==> src/rtl/board_state_ctrl.sv <==
// Board state controller: the single writer of the 10x10 battleship board, serialising
// clear, ship-placement and shot requests onto the cell status array seen by the renderer.
module board_state_ctrl #(
    parameter int GRID_N  = 10,
    parameter int MAX_LEN = 5
) (
    input  logic                         clk,
    input  logic                         reset,
    input  logic                         clear_req,
    input  logic                         place_req,
    input  logic [3:0]                   place_row,
    input  logic [3:0]                   place_col,
    input  logic [2:0]                   place_len,
    input  logic                         place_vert,
    output logic                         place_ack,
    output logic                         place_ok,
    input  logic                         fire_req,
    input  logic [3:0]                   fire_row,
    input  logic [3:0]                   fire_col,
    output logic                         fire_ack,
    output logic [1:0]                   fire_result,
    output logic [2*GRID_N*GRID_N-1:0]   cell_status_flat,
    output logic [6:0]                   ship_cells_left,
    output logic                         game_over,
    output logic                         busy
);
    localparam int         CELLS       = GRID_N * GRID_N;
    localparam logic [1:0] ST_EMPTY    = 2'b00;
    localparam logic [1:0] ST_SHIP     = 2'b01;
    localparam logic [1:0] ST_MISS     = 2'b10;
    localparam logic [1:0] ST_HIT      = 2'b11;
    localparam logic [1:0] RES_INVALID = 2'b00;
    localparam logic [1:0] RES_MISS    = 2'b01;
    localparam logic [1:0] RES_HIT     = 2'b10;
    localparam logic [1:0] RES_REPEAT  = 2'b11;
    localparam logic [7:0] ROW_STRIDE  = 8'(GRID_N);
    localparam logic [4:0] EDGE_LIMIT  = 5'(GRID_N);
    localparam logic [3:0] COORD_LIMIT = 4'(GRID_N);
    localparam logic [2:0] LEN_LIMIT   = 3'(MAX_LEN);
    localparam logic [6:0] LAST_CELL   = 7'(CELLS - 1);

    typedef enum logic [2:0] {
        S_IDLE, S_CLR, S_PCHK, S_PSCAN, S_PWRITE, S_PDONE, S_FIRE, S_FDONE
    } state_t;

    state_t                 state_r, state_s;
    logic [2*CELLS-1:0]     cells_r;
    logic                   clear_pend_r, prio_fire_r, ok_r;
    logic [2:0]             k_r, p_len_r;
    logic [6:0]             clr_idx_r, left_r;
    logic [3:0]             p_row_r, p_col_r, f_row_r, f_col_r;
    logic                   p_vert_r, over_r;
    logic [1:0]             res_r, fire_result_r;
    logic                   place_ack_r, place_ok_r, fire_ack_r, busy_r;

    logic                   place_go_s, fire_go_s, place_bad_s, last_k_s, fire_in_s;
    logic [7:0]             scan_idx_s, fire_idx_s;
    logic [1:0]             scan_cell_s, fire_cell_s, fire_res_s;

    // 8-bit linear cell index so row*GRID_N+col cannot overflow for any 4-bit coordinate
    function automatic logic [7:0] cell_index(input logic [3:0] row, input logic [3:0] col);
        return {4'd0, row} * ROW_STRIDE + {4'd0, col};
    endfunction

    // Request qualification, placement checks and fire classification
    always_comb begin
        place_go_s  = place_req && !place_ack_r;
        fire_go_s   = fire_req && !fire_ack_r;
        place_bad_s = (p_len_r == 3'd0) || (p_len_r > LEN_LIMIT) ||
                      (p_row_r >= COORD_LIMIT) || (p_col_r >= COORD_LIMIT) || over_r ||
                      (p_vert_r ? ({1'b0, p_row_r} + {2'b00, p_len_r} > EDGE_LIMIT)
                                : ({1'b0, p_col_r} + {2'b00, p_len_r} > EDGE_LIMIT));
        last_k_s    = (k_r == p_len_r - 3'd1);
        scan_idx_s  = cell_index(p_row_r, p_col_r) +
                      (p_vert_r ? ROW_STRIDE : 8'd1) * {5'd0, k_r};
        scan_cell_s = cells_r[{scan_idx_s, 1'b0} +: 2];
        fire_idx_s  = cell_index(f_row_r, f_col_r);
        fire_in_s   = (f_row_r < COORD_LIMIT) && (f_col_r < COORD_LIMIT);
        if (fire_in_s) begin
            fire_cell_s = cells_r[{fire_idx_s, 1'b0} +: 2];
        end else begin
            fire_cell_s = ST_EMPTY;
        end
        if (!fire_in_s || over_r) begin
            fire_res_s = RES_INVALID;
        end else begin
            case (fire_cell_s)
                ST_EMPTY: fire_res_s = RES_MISS;
                ST_SHIP:  fire_res_s = RES_HIT;
                default:  fire_res_s = RES_REPEAT;
            endcase
        end
    end

    // Next-state logic: pending clear first, then round-robin between fire and place
    always_comb begin
        state_s = state_r;
        case (state_r)
            S_IDLE: begin
                if (clear_pend_r) begin
                    state_s = S_CLR;
                end else if (fire_go_s && (!place_go_s || prio_fire_r)) begin
                    state_s = S_FIRE;
                end else if (place_go_s) begin
                    state_s = S_PCHK;
                end else begin
                    state_s = S_IDLE;
                end
            end
            S_CLR: begin
                if (clr_idx_r == LAST_CELL) begin
                    state_s = S_IDLE;
                end else begin
                    state_s = S_CLR;
                end
            end
            S_PCHK: begin
                if (place_bad_s) begin
                    state_s = S_PDONE;
                end else begin
                    state_s = S_PSCAN;
                end
            end
            S_PSCAN: begin
                if (scan_cell_s != ST_EMPTY) begin
                    state_s = S_PDONE;
                end else if (last_k_s) begin
                    state_s = S_PWRITE;
                end else begin
                    state_s = S_PSCAN;
                end
            end
            S_PWRITE: begin
                if (last_k_s) begin
                    state_s = S_PDONE;
                end else begin
                    state_s = S_PWRITE;
                end
            end
            S_PDONE: state_s = S_IDLE;
            S_FIRE:  state_s = S_FDONE;
            S_FDONE: state_s = S_IDLE;
            default: state_s = S_IDLE;
        endcase
    end

    // State register
    always_ff @(posedge clk) begin
        if (reset) begin
            state_r <= S_IDLE;
        end else begin
            state_r <= state_s;
        end
    end

    // Board array, counters, latched request fields and registered outputs
    always_ff @(posedge clk) begin
        if (reset) begin
            cells_r       <= '0;
            clear_pend_r  <= 1'b0;
            prio_fire_r   <= 1'b1;
            ok_r          <= 1'b0;
            k_r           <= 3'd0;
            clr_idx_r     <= 7'd0;
            p_row_r       <= 4'd0;
            p_col_r       <= 4'd0;
            p_len_r       <= 3'd0;
            p_vert_r      <= 1'b0;
            f_row_r       <= 4'd0;
            f_col_r       <= 4'd0;
            left_r        <= 7'd0;
            over_r        <= 1'b0;
            res_r         <= 2'b00;
            fire_result_r <= 2'b00;
            place_ack_r   <= 1'b0;
            place_ok_r    <= 1'b0;
            fire_ack_r    <= 1'b0;
            busy_r        <= 1'b0;
        end else begin
            place_ack_r <= 1'b0;
            fire_ack_r  <= 1'b0;
            busy_r      <= (state_s != S_IDLE);
            if (clear_req) begin
                clear_pend_r <= 1'b1;
            end else if (state_r == S_CLR && clr_idx_r == LAST_CELL) begin
                clear_pend_r <= 1'b0;
            end
            case (state_r)
                S_IDLE: begin
                    if (state_s == S_PCHK) begin
                        p_row_r     <= place_row;
                        p_col_r     <= place_col;
                        p_len_r     <= place_len;
                        p_vert_r    <= place_vert;
                        prio_fire_r <= 1'b1;
                        ok_r        <= 1'b0;
                        k_r         <= 3'd0;
                    end else if (state_s == S_FIRE) begin
                        f_row_r     <= fire_row;
                        f_col_r     <= fire_col;
                        prio_fire_r <= 1'b0;
                    end else if (state_s == S_CLR) begin
                        clr_idx_r   <= 7'd0;
                    end
                end
                S_CLR: begin
                    cells_r[{clr_idx_r, 1'b0} +: 2] <= ST_EMPTY;
                    clr_idx_r <= clr_idx_r + 7'd1;
                    if (clr_idx_r == LAST_CELL) begin
                        left_r <= 7'd0;
                        over_r <= 1'b0;
                    end
                end
                S_PCHK:  k_r <= 3'd0;
                S_PSCAN: begin
                    if (state_s == S_PWRITE) begin
                        k_r <= 3'd0;
                    end else begin
                        k_r <= k_r + 3'd1;
                    end
                end
                S_PWRITE: begin
                    cells_r[{scan_idx_s, 1'b0} +: 2] <= ST_SHIP;
                    left_r <= left_r + 7'd1;
                    k_r    <= k_r + 3'd1;
                    if (last_k_s) begin
                        ok_r <= 1'b1;
                    end
                end
                S_PDONE: begin
                    place_ack_r <= 1'b1;
                    place_ok_r  <= ok_r;
                end
                S_FIRE: begin
                    res_r <= fire_res_s;
                    if (fire_res_s == RES_MISS) begin
                        cells_r[{fire_idx_s, 1'b0} +: 2] <= ST_MISS;
                    end else if (fire_res_s == RES_HIT) begin
                        cells_r[{fire_idx_s, 1'b0} +: 2] <= ST_HIT;
                        left_r <= left_r - 7'd1;
                        if (left_r == 7'd1) begin
                            over_r <= 1'b1;
                        end
                    end
                end
                S_FDONE: begin
                    fire_ack_r    <= 1'b1;
                    fire_result_r <= res_r;
                end
                default: k_r <= k_r;
            endcase
        end
    end

    assign place_ack        = place_ack_r;
    assign place_ok         = place_ok_r;
    assign fire_ack         = fire_ack_r;
    assign fire_result      = fire_result_r;
    assign cell_status_flat = cells_r;
    assign ship_cells_left  = left_r;
    assign game_over        = over_r;
    assign busy             = busy_r;

endmodule

==> config.mk <==
export PLATFORM = sky130hd
export DESIGN_NAME = board_state_ctrl
export DESIGN_NICKNAME = d
export VERILOG_FILES = /design/src/rtl/board_state_ctrl.sv
export SDC_FILE = /design/constraint.sdc
export NUM_CORES = 1
export LEC_CHECK = 0
export CORE_UTILIZATION = 25
export CTS_BUF_LIST = sky130_fd_sc_hd__clkbuf_8 sky130_fd_sc_hd__clkbuf_16
export CTS_CLUSTER_SIZE = 24
export DETAILED_ROUTE_END_ITERATION = 12
export PLACE_DENSITY = 0.38
export SETUP_SLACK_MARGIN = 0.02
export SKIP_LAST_GASP = 1
export SYNTH_ARGS = -nofsm -noshare
export SYNTH_HDL_FRONTEND = slang
export SYNTH_SLANG_ARGS = --single-unit
==> constraint.sdc <==
create_clock -name clk -period 9.3 [get_ports clk]
set_clock_uncertainty 0.2 [all_clocks]
set_input_delay 1.86 -clock clk [delete_from_list [all_inputs] [get_ports clk]]
set_output_delay 1.86 -clock clk [all_outputs]
set_load 0.01 [all_outputs]
Yosys cells after proc, flatten, opt, wreduce, memory -nomap -nowiden
Index checks and enable logic that the tools add are counted.
W data, S select, Z words.
{ "totals": {"register_bits": 252, "input_bits": 25, "out_inout_bits": 214} }
{ "classes": {"n_addsub": 13, "mul": 3, "magnitude_cmp": 7, "eq_ne": 27, "n_shift": 9, "n_mux": 46, "n_bitwise": 1, "reduce_logical": 38} }
{ "op_table": {"columns": ["operator", "n"], "rows": [
  ["$bwmux W200", 4],
  ["$pmux W200 S3", 1],
  ["$shiftx A2 B11 Y200 const A", 3],
  ["$mux W200", 2],
  ["$shift A2 B11 Y200 const A", 2],
  ["$shiftx A200 B10 Y2", 2],
  ["$shift A2 B10 Y200 const A", 1],
  ["$shiftx A2 B10 Y200 const A", 1],
  ["$mux W7", 6],
  ["$neg A9 Y11", 2],
  ["$mux W3", 7],
  ["$pmux W3 S7", 1],
  ["$pmux W7 S3", 1],
  ["$eq A3 B3 Y1 const B", 6],
  ["$ne A2 B2 Y1 const B", 9],
  ["$add A8 B4 Y8", 2],
  ["$mux W1", 15],
  ["$add A7 B1 Y7 const B", 2],
  ["$mul A4 B3 Y7 const B", 2],
  ["$pmux W7 S2", 1],
  ["$pmux W3 S4", 1],
  ["$reduce_bool A2 Y1", 6],
  ["$add A4 B3 Y5", 2],
  ["$gt A5 B4 Y1 const B", 2],
  ["other kinds (34)", 63]
]} }

Depth between registers and ports, before layout
Gate-level depths: netlist (run 1).
{ "depth": {"depth_word": 13, "mapped_depth": 23, "depth_no_buf": 21} }

Least setup slack after synthesis (run 1)
No wires, ideal clock.
{ "synth_timing": {"path_kind": "reg-to-reg", "startpoint": "reg p_vert_r", "endpoint": "reg cells_r[61], in the netlist cell_status_flat[61]", "setup_time_ps": 129, "t_arrival_ps": 5138, "required_time_ps": 8971, "slack_ps": 3832, "path_stages_with_launch": 18, "n_path_buf": 2, "period_less_slack_ps": 5468, "cell_sequence": "dfxtp_1 -> clkbuf_1 -> mux2_2 -> fa_1 -> inv_1 -> fa_1 -> inv_1 -> ha_1 -> fa_1 -> xnor2_1 -> and4_1 -> o221a_2 -> xor3_1 -> nor3_1 -> clkbuf_1 -> a21oi_1 -> a211oi_1 -> o32ai_1"} }
{ "synth_via": {"elab_chain_len": 7} }
{ "synth_lines": {"columns": ["element", "line_no", "rtl"], "rows": [
  ["start, declared", "52", "logic p_vert_r, over_r;"],
  ["start signal, assigned", "194", "p_vert_r <= place_vert;"],
  ["$mux W4 (*)", "75", "(p_vert_r ? ROW_STRIDE : 8'd1) * {5'd0, k_r};"],
  ["$mul A4 B3 Y7 (*)", "75", null],
  ["$add A8 B7 Y8 (*)", "74", "scan_idx_s = cell_index(p_row_r, p_col_r) +"],
  ["$neg A9 Y11 (*)", "223", "cells_r[{scan_idx_s, 1'b0} +: 2] <= ST_SHIP;"],
  ["$shiftx A2 B11 Y200 / $shift A2 B11 Y200 (equally long branches)", "223", null],
  ["$bwmux W200 (*)", "223", null],
  ["$pmux W200 S3 (*)", "188", "case (state_r)"],
  ["end signal, assigned by index", "223", null],
  ["end signal, assigned by index", "237", "cells_r[{fire_idx_s, 1'b0} +: 2] <= ST_MISS;"],
  ["end signal, assigned by index", "239", "cells_r[{fire_idx_s, 1'b0} +: 2] <= ST_HIT;"],
  ["end, declared", "47", "logic [2*CELLS-1:0] cells_r;"]
]} }
Mark *: on every way between the ends. The rest lies on a longest branch, timed or not.
A chain may end at the register's enable or synchronous reset.

Final worst setup path (run 1)
{ "layout_timing": {"startpoint": "reg f_row_r[2]", "endpoint": "reg cells_r[17], in the netlist cell_status_flat[17]"} }
{ "layout_via": {"elab_chain_len": 10} }
{ "layout_lines": {"columns": ["element", "line_no", "rtl"], "rows": [
  ["start, declared", "51", "logic [3:0] p_row_r, p_col_r, f_row_r, f_col_r;"],
  ["start signal, assigned", "199", "f_row_r <= fire_row;"],
  ["$mul A4 B3 Y7", "62", "return {4'd0, row} * ROW_STRIDE + {4'd0, col};"],
  ["$add A8 B4 Y8", "62", null],
  ["$shiftx A200 B10 Y2", "80", "fire_cell_s = cells_r[{fire_idx_s, 1'b0} +: 2];"],
  ["$mux W2", "79", "if (fire_in_s) begin"],
  ["$eq A2 B1 Y1 / $logic_not A2 Y1 (equally long branches)", "87", "case (fire_cell_s)"],
  ["$pmux W2 S2", "87", null],
  ["$mux W2 (*)", "84", "if (!fire_in_s || over_r) begin"],
  ["via fire_res_s[0]", "58", "logic [1:0] scan_cell_s, fire_cell_s, fire_res_s;"],
  ["$eq A2 B1 Y1 / $eq A2 B2 Y1 (equally long branches)", "236, 238", null],
  ["$mux W200 / $ne A3 B3 Y1 (equally long branches)", null, null],
  ["$pmux W200 S3 / $reduce_and A2 Y1 (equally long branches)", null, null],
  ["end signal, assigned by index", "207", "cells_r[{clr_idx_r, 1'b0} +: 2] <= ST_EMPTY;"],
  ["end signal, assigned by index", "237", null],
  ["end signal, assigned by index", "239", null]
]} }
The timed path passes the listed nets; every way through them passes the cells marked *. The select of a mux whose other input is x is not followed.

==> metrics.md, run 1 <==
| Metric | Value |
|---|---|
| Max-cap violations | 1 |
| CP required | 9.59 ns |
| Initial DRT Pass Iterations | 7 |
| Finished Core Util | 0.317 |
| Post-synth top flop | dfxtp_1 |
| Total CTS buffers | 39 |
| Die Ht | 296 um |
| I/O pin cnt | 239 |
| Met1 usage | 0.546 |
| CP arrival | 7.58 ns |
| Asr flop ratio synth | 0 |
| Max FO, Critical Path | 28 |
| TritonCTS clock tree | done |
| RSZ-0062 raised after global routing | no |
| Period Utilization, post-route | 0.784 |
| Family with the most delay on the worst path | compound AO/OA/AOI/OAI gates |
| Failing checks | max-capacitance violations |
| Detailed router's first-iteration violation count | 4,417 |
| Total Wirelength | 192,000 um |
| Area growth syn-to-layout | 25.3% |
| Most frequent CP cell | ha_1 |
| Post-synth EDFFs | 0 |
| Synth top area cells | dfxtp_1 23%, mux4_2 7.4%, nand2_1 6.3%, o21ai_0 6.1%, a21oi_1 6.0% |
| Yosys cell types | 98 |
| Critical path capture point type | flop |
| Total negative slack | 0 ns |
| Largest area contributor in the netlist | dfxtp_1 |
| Worst-Margin Slew | 1.49 ns |
| Most frequent cells in the layout | 364 x nand2_1, 290 x nor2_1, 265 x o21ai_0 |
| GRT Resource Usage Total | 0.426 |
| Most common cell after layout, fill and taps aside | nand2_1 |
| Via count | 29,200 |
| PD cells | 457 nW/um^2 |
| Mean Syn Cell Area | 7.36 um^2 |
| Clk Latency, worst-skew pair | ~0.6 ns |
| Largest stage delay on the critical path | 1.15 ns |
| Status | finished with violations |
| Total core area | 85,500 um^2 |
| DR DRC count | 0 |
| Largest net degree at the start of global routing | 57 |
| Longest Clk Path Bufs | 3 |
| CP cell instances | ha_1 -> ha_1 -> xor2_4 -> mux4_2 -> a2bb2oi_1 -> a221oi_1 -> a311oi_1 -> a21oi_1 -> inv_1 -> ha_1 -> a21oi_4 -> nand2_1 -> buf_4 -> nor2_1 -> a21oi_1 -> a311oi_1 |
| Fmax achieved | about 140 MHz |
| Clock root cell | clkbuf_16 |
| GR Util met2 | 0.612 |
| Die area | around 88,000 um^2 |
| Setup CP Type | flop to flop |
| First-pass GRT wire length | 253,000 um |
| Wirelength per Cell | roughly 45 um |
| Pleak | 8.90 nW |
| Grt total ovfl | 0 |
| Post-Synthesis Cells | around 2,900 |
| Post-synthesis sequential area ratio | 0.233 |
| Mapped Area | 21,700 um^2 |
| Endpoints failing hold | 0 |
| Synth warn | 0 |
| Clk slew on worst S/H paths | 0.06 ns |
| Fin nets | 3,206 |
| Met3 GRT Util | 0.120 |
| Row count | 107 |
| Post-CTS Resized | 0 |
| Yosys reg bits | approximately 250 |
| Path type of the worst min-delay path | flop to flop |
| Slew Viols, Final | 0 |
| Worst path bufs/invs | 2 |
| # Post-CTS Setup Buffers | 0 |
| Port bufs | 238 |
| Most Crowded Layer GR | met2 |
| Clk sinks | 252 |
| ANT nets after route | 0 |
| Initial antenna violation count | 19 |
| Yosys top cell area share | 0.233 |
| # H-tree levels | 2 |
| Initial Util | 0.253 |
| Placer Congestion | 1.05 |
| Final Setup Violations | 0 |
| Critical Path Start Type | flop |
| Layout cells sized above 1 | 0.119 |
| Die X | 296 um |
| Vias per std cell | just under 7 |
| HPWL after DPL | 143,000 um |
| CP max stage cell | nor2_1 |
| VDD IR-drop max | 0.000240 V |
| Fin crit period | 7.29 ns |
| Post-CTS Hold Fix Bufs | 0 |
| Slew margin rel. | 0.00585 |
| Vias in the first global route | 27,100 |
==> worst reg2reg max path, stage by stage (launching register included) <==
cell,delay (ns)
dfxtp_1,0.42
ha_1,0.27
ha_1,0.56
xor2_4,0.82
mux4_2,0.66
a2bb2oi_1,0.15
a221oi_1,0.27
a311oi_1,0.11
a21oi_1,0.30
inv_1,0.08
ha_1,0.46
a21oi_4,0.82
nand2_1,0.16
buf_4,0.29
nor2_1,1.16
a21oi_1,0.19
a311oi_1,0.28
==> layout make-up <==
type,count,area [um^2]
fillers,9297,58400
multi-input cells,2399,15700
flip-flops and latches,252,5050
repair buffers,374,3430
well taps,1144,1430
clock buffers,47,1110
clock inverters,22,208
inverters,52,195
diodes,9,22.5
==> metrics by stage <==
stage | instance area [um^2] | hold WS, ns | power [mW] | worst slack, ns | std cells
floorplan | 21700 | 0.236 | 5.41 | 3.83 | 2944
global placement | 25800 | 0.270 | 10.3 | 2.28 | 4221
detailed placement | 25800 | 0.262 | 10.2 | 2.19 | 4221
CTS | 27100 | 0.276 | 11.9 | 2.18 | 4290
global route | 27100 | 0.301 | 12.4 | 1.79 | 4290
finish | 27200 | 0.269 | 12.4 | 2.01 | 4299
==> cells by family after synthesis <==
group | synth area share
fa+ha+maj | 0.0410
other cells | 0.000173
simple gates | 0.236
compound gates | 0.325
xor+xnor | 0.0162
flops | 0.233
mux | 0.0957
buf+inv | 0.0532
==> per-layer routing <==
layer / vias to the layer above / part of all wire / wire length, um
li1: 11600 / - / -
met1: 14800 / 0.39 / 75600
met2: 2273 / 0.41 / 78900
met3: 567 / 0.11 / 21800
met4: 18 / 0.079 / 15100
met5: - / 0.00085 / 163
==> path summary, 6_finish.rpt <==
kind,from,cells after the start,end,slack [ns]
max,f_row_r[2],16,cell_status_flat[17],2.01
min,ok_r,2,place_ok,0.27
max reg2reg,f_row_r[2],16,cell_status_flat[17],2.01
min reg2reg,ok_r,2,place_ok,0.27
==> registers in the layout (all words and copies together) (netlist names), 2 cells and up <==
name,cells
k_r,3
p_col_r,4
fire_result,2
p_row_r,4
clr_idx_r,7
f_col_r,4
p_len_r,3
res_r,2
f_row_r,4
cell_status_flat,200
ship_cells_left,7
state_r,3
==> where the power goes <==
group          switching [mW]  internal, mW  leakage (nW)
Clock                   0.645         0.952         0.681
Combinational            7.15          2.08          6.18
Sequential              0.342          1.22          2.04
==> cell usage after synthesis, drive strengths merged, types with 20 or more instances <==
library cell and number:
nand3 115, o31ai 34, nor2 302, a211oi 52, buf 54, a221oi 35
o32ai 25, and3 31, nand2 366, nand4 26, inv 52, mux4 71
a32o 23, and2 21, ha 51, a31oi 76, o21ai 266, nor3 135
a21oi 260, mux2i 35, a22oi 20, o211ai 36, a311oi 22, dfxtp 252
a21o 26, nor4 29, clkbuf 187
No activity file was read; power rests on OpenSTA's default activity.
==> run 2, diff against run 1 <==
PLACE_DENSITY = 0.39   (was 0.38)
clock period = 6.5 ns   (was 9.3 ns; I/O delays follow)
==> run 2 against run 1 <==
Net effect: flip-flop and latch count unchanged; total power up 55%; utilization up 2.1 points; largest cell class unchanged; largest power group unchanged; critical path depth up 5; critical path type unchanged; the flow still finishes with violations (max-capacitance violations); highest routed layer unchanged; clock power up 51%; critical endpoint is now cell_status_flat[24]; first-iteration DRC count up 6.6%.
==> metrics.md, run 2 (same netlist as run 1, synthesis figures left out) <==
| Metric | Value |
|---|---|
| Max FFs per register | 200 (unchanged) |
| Vias in the first global route | 28,100 (+3.8%) |
| Detailed router's first-iteration violation count | 4,708 (+6.6%) |
| Initial DRT Pass Iterations | 8 (+1) |
| Vias per std cell | 6.71 (-1.3%) |
| Wire length on met1 | 77,800 um (+3.0%) |
| RSZ-0062 raised after global routing | no |
| Port bufs | 238 (unchanged) |
| Layout fillers | 9,116 (-1.9%) |
| Status | finished with violations |
| Grt total ovfl | 0 (unchanged) |
| HPWL after DPL | 152,000 um (+6.5%) |
| Total CTS buffers | 40 (+2.6%) |
| Worst Min Path Start | ok_r |
| PD cells | 665 nW/um^2 (+46%) |
| Most common cell after layout, fill and taps aside | nand2_1 |
| Clock root cell | clkbuf_16 |
| VDD IR-drop max | 0.000470 V (+96%) |
| Slew margin rel. | 0.00668 (+0.000832) |
| Die area | 87,800 um^2 (unchanged) |
| Layout cells sized above 1 | 0.172 (+0.0531) |
| CP startpoint | f_row_r[1] |
| Routed length on met3 | 21,500 um (-1.5%) |
| Die X | 296 um (unchanged) |
| Die Ht | 296 um (unchanged) |
| GRT Resource Usage Total | 0.444 (+0.0187) |
| Via count | 30,200 (+3.3%) |
| Multi-input logic area | 15,700 um^2 (-0.30%) |
| WHS | 0.289 ns (+0.0197 ns) |
| Placer Congestion | 1.03 (-1.9%) |
| Period Utilization, post-route | 0.984 (+0.201) |
| Placed Cells incl. Taps | 4,422 (+4.8%) |
| Initial antenna violation count | 18 (-1) |
| Clk sinks | 252 (unchanged) |
| Setup slack, reg-to-reg | 0.10 ns (-1.91 ns) |
| Setup CP Type | flop to flop |
| Post-CTS Hold Fix Bufs | 0 (unchanged) |
| CP required | 6.81 ns (-2.78 ns) |
| RR Startpoint | f_row_r[1] |
| Area growth syn-to-layout | 33.5% |
| Final cell count without fillers | 4,498 (+4.6%) |
| ANT nets after route | 0 (unchanged) |
| Sequential Area | 5050 um^2 (unchanged) |
| Critical Path Start Type | flop |
| Critical path capture point type | flop |
| Pleak | 9.98 nW (+12%) |
| Pwr Total | 19.2 mW (+55%) |
| Hold depth | 2 (unchanged) |
| Area post-placement | 27,500 um^2 (+6.6%) |
| Endpoints failing hold | 0 (unchanged) |
| Fin nets | 3,408 (+6.3%) |
| Wirelength per Cell | 44.5 um (-0.16%) |
| Clk Latency, worst-skew pair | 0.60 ns (about the same) |
| DR DRC count | 0 (unchanged) |
| Uppermost layer routed | met5 |
| Most frequent cells in the layout | 364 x nand2_1, 316 x buf_4, 290 x nor2_1 |
| I/O pin cnt | 239 (unchanged) |
| Longest Clk Path Bufs | 3 (unchanged) |
| Path type of the worst min-delay path | flop to flop |
| Final Cell Area | 28,900 um^2 (+6.5%) |
| Reg2reg path depth | 21 (+5) |
| Largest net degree at the start of global routing | 79 (+39%) |
| Fin crit period | 6.40 ns (-0.891 ns) |
| Final Setup Violations | 0 (unchanged) |
| Total core area | 85,500 um^2 (unchanged) |
| # Post-CTS Setup Buffers | 0 (unchanged) |
| Max FO, Critical Path | 6 (-79%) |
| TritonCTS clock tree | done |
| Finished Core Util | 0.338 (+0.0207) |
| Fmax achieved | 156 MHz (+14%) |
| Slew Viols, Final | 0 (unchanged) |
| Wire length on met2 | 82,900 um (+5.1%) |
| Total Wirelength | 200,000 um (+4.5%) |
| First-pass GRT wire length | 262,000 um (+3.8%) |
| Row count | 107 (unchanged) |
| Worst-Margin Slew | 1.49 ns (+0.00264 ns) |
| Initial Util | 0.253 (unchanged) |
| Max-cap violations | 1 (unchanged) |
| Clk slew on worst S/H paths | 0.06 ns (about the same) |
| Failing checks | max-capacitance violations |
| # H-tree levels | 2 (unchanged) |
| CP arrival | 6.71 ns (-0.87 ns) |
## run 2: per-layer routing
| layer | vias up | track usage |
|---|---|---|
| met3 | 652 | 0.116 |
| met1 | 15100 | 0.560 |
| met5 | - | 0 |
| li1 | 12000 | - |
| met2 | 2421 | 0.649 |
| met4 | 10 | 0.331 |
## run 2: power by group
group          switching, mW  internal (mW)  leakage [nW]
clock                  0.971           1.45         0.701
combinational           10.7           3.89          7.24
sequential             0.484           1.75          2.04
total                   12.2           7.08          9.98
## run 2: path summary, 6_finish.rpt
path,to
worst max-delay path,cell_status_flat[24]
worst min-delay path,place_ok
worst max register to register,cell_status_flat[24]
worst min register to register,place_ok
## run 2: worst max-delay path, cell delays in order, from the launching register on
cell,delay [ns]
dfxtp_1,0.48
ha_1,0.29
ha_1,0.21
fa_1,0.64
nand2_1,0.12
or4_1,0.48
a32o_1,0.30
nor2_1,0.30
o31ai_1,0.13
a311oi_1,0.35
nor2_1,0.10
buf_4,0.17
or2_2,0.27
ha_1,0.23
nand2b_1,0.28
nor2_1,0.23
buf_4,0.15
nand2b_1,0.27
nor2_1,0.59
a22o_1,0.25
nand2_1,0.10
a21oi_1,0.16
## run 2: cell type report
cell class	instances	area share
multi-input combinational	2399	0.541
timing repair buffer	575	0.179
sequential	252	0.175
tap	1144	0.0495
clock buffer	50	0.0398
clock inverter	21	0.00839
inverter	52	0.00684
antenna	5	0.000433
## run 2: through the flow
step	setup TNS (ns)	setup slack (ns)
floorplan	0	1.03
finish	0	0.103
global route	0	0.0259
global placement	-0.196	-0.140
CTS	0	0.275
detailed placement	-0.151	-0.140
## run 2: repair_timing
item,CTS,global route
setup endpoints to repair,2,22
gates resized for setup,1,3
pin swaps,0,0
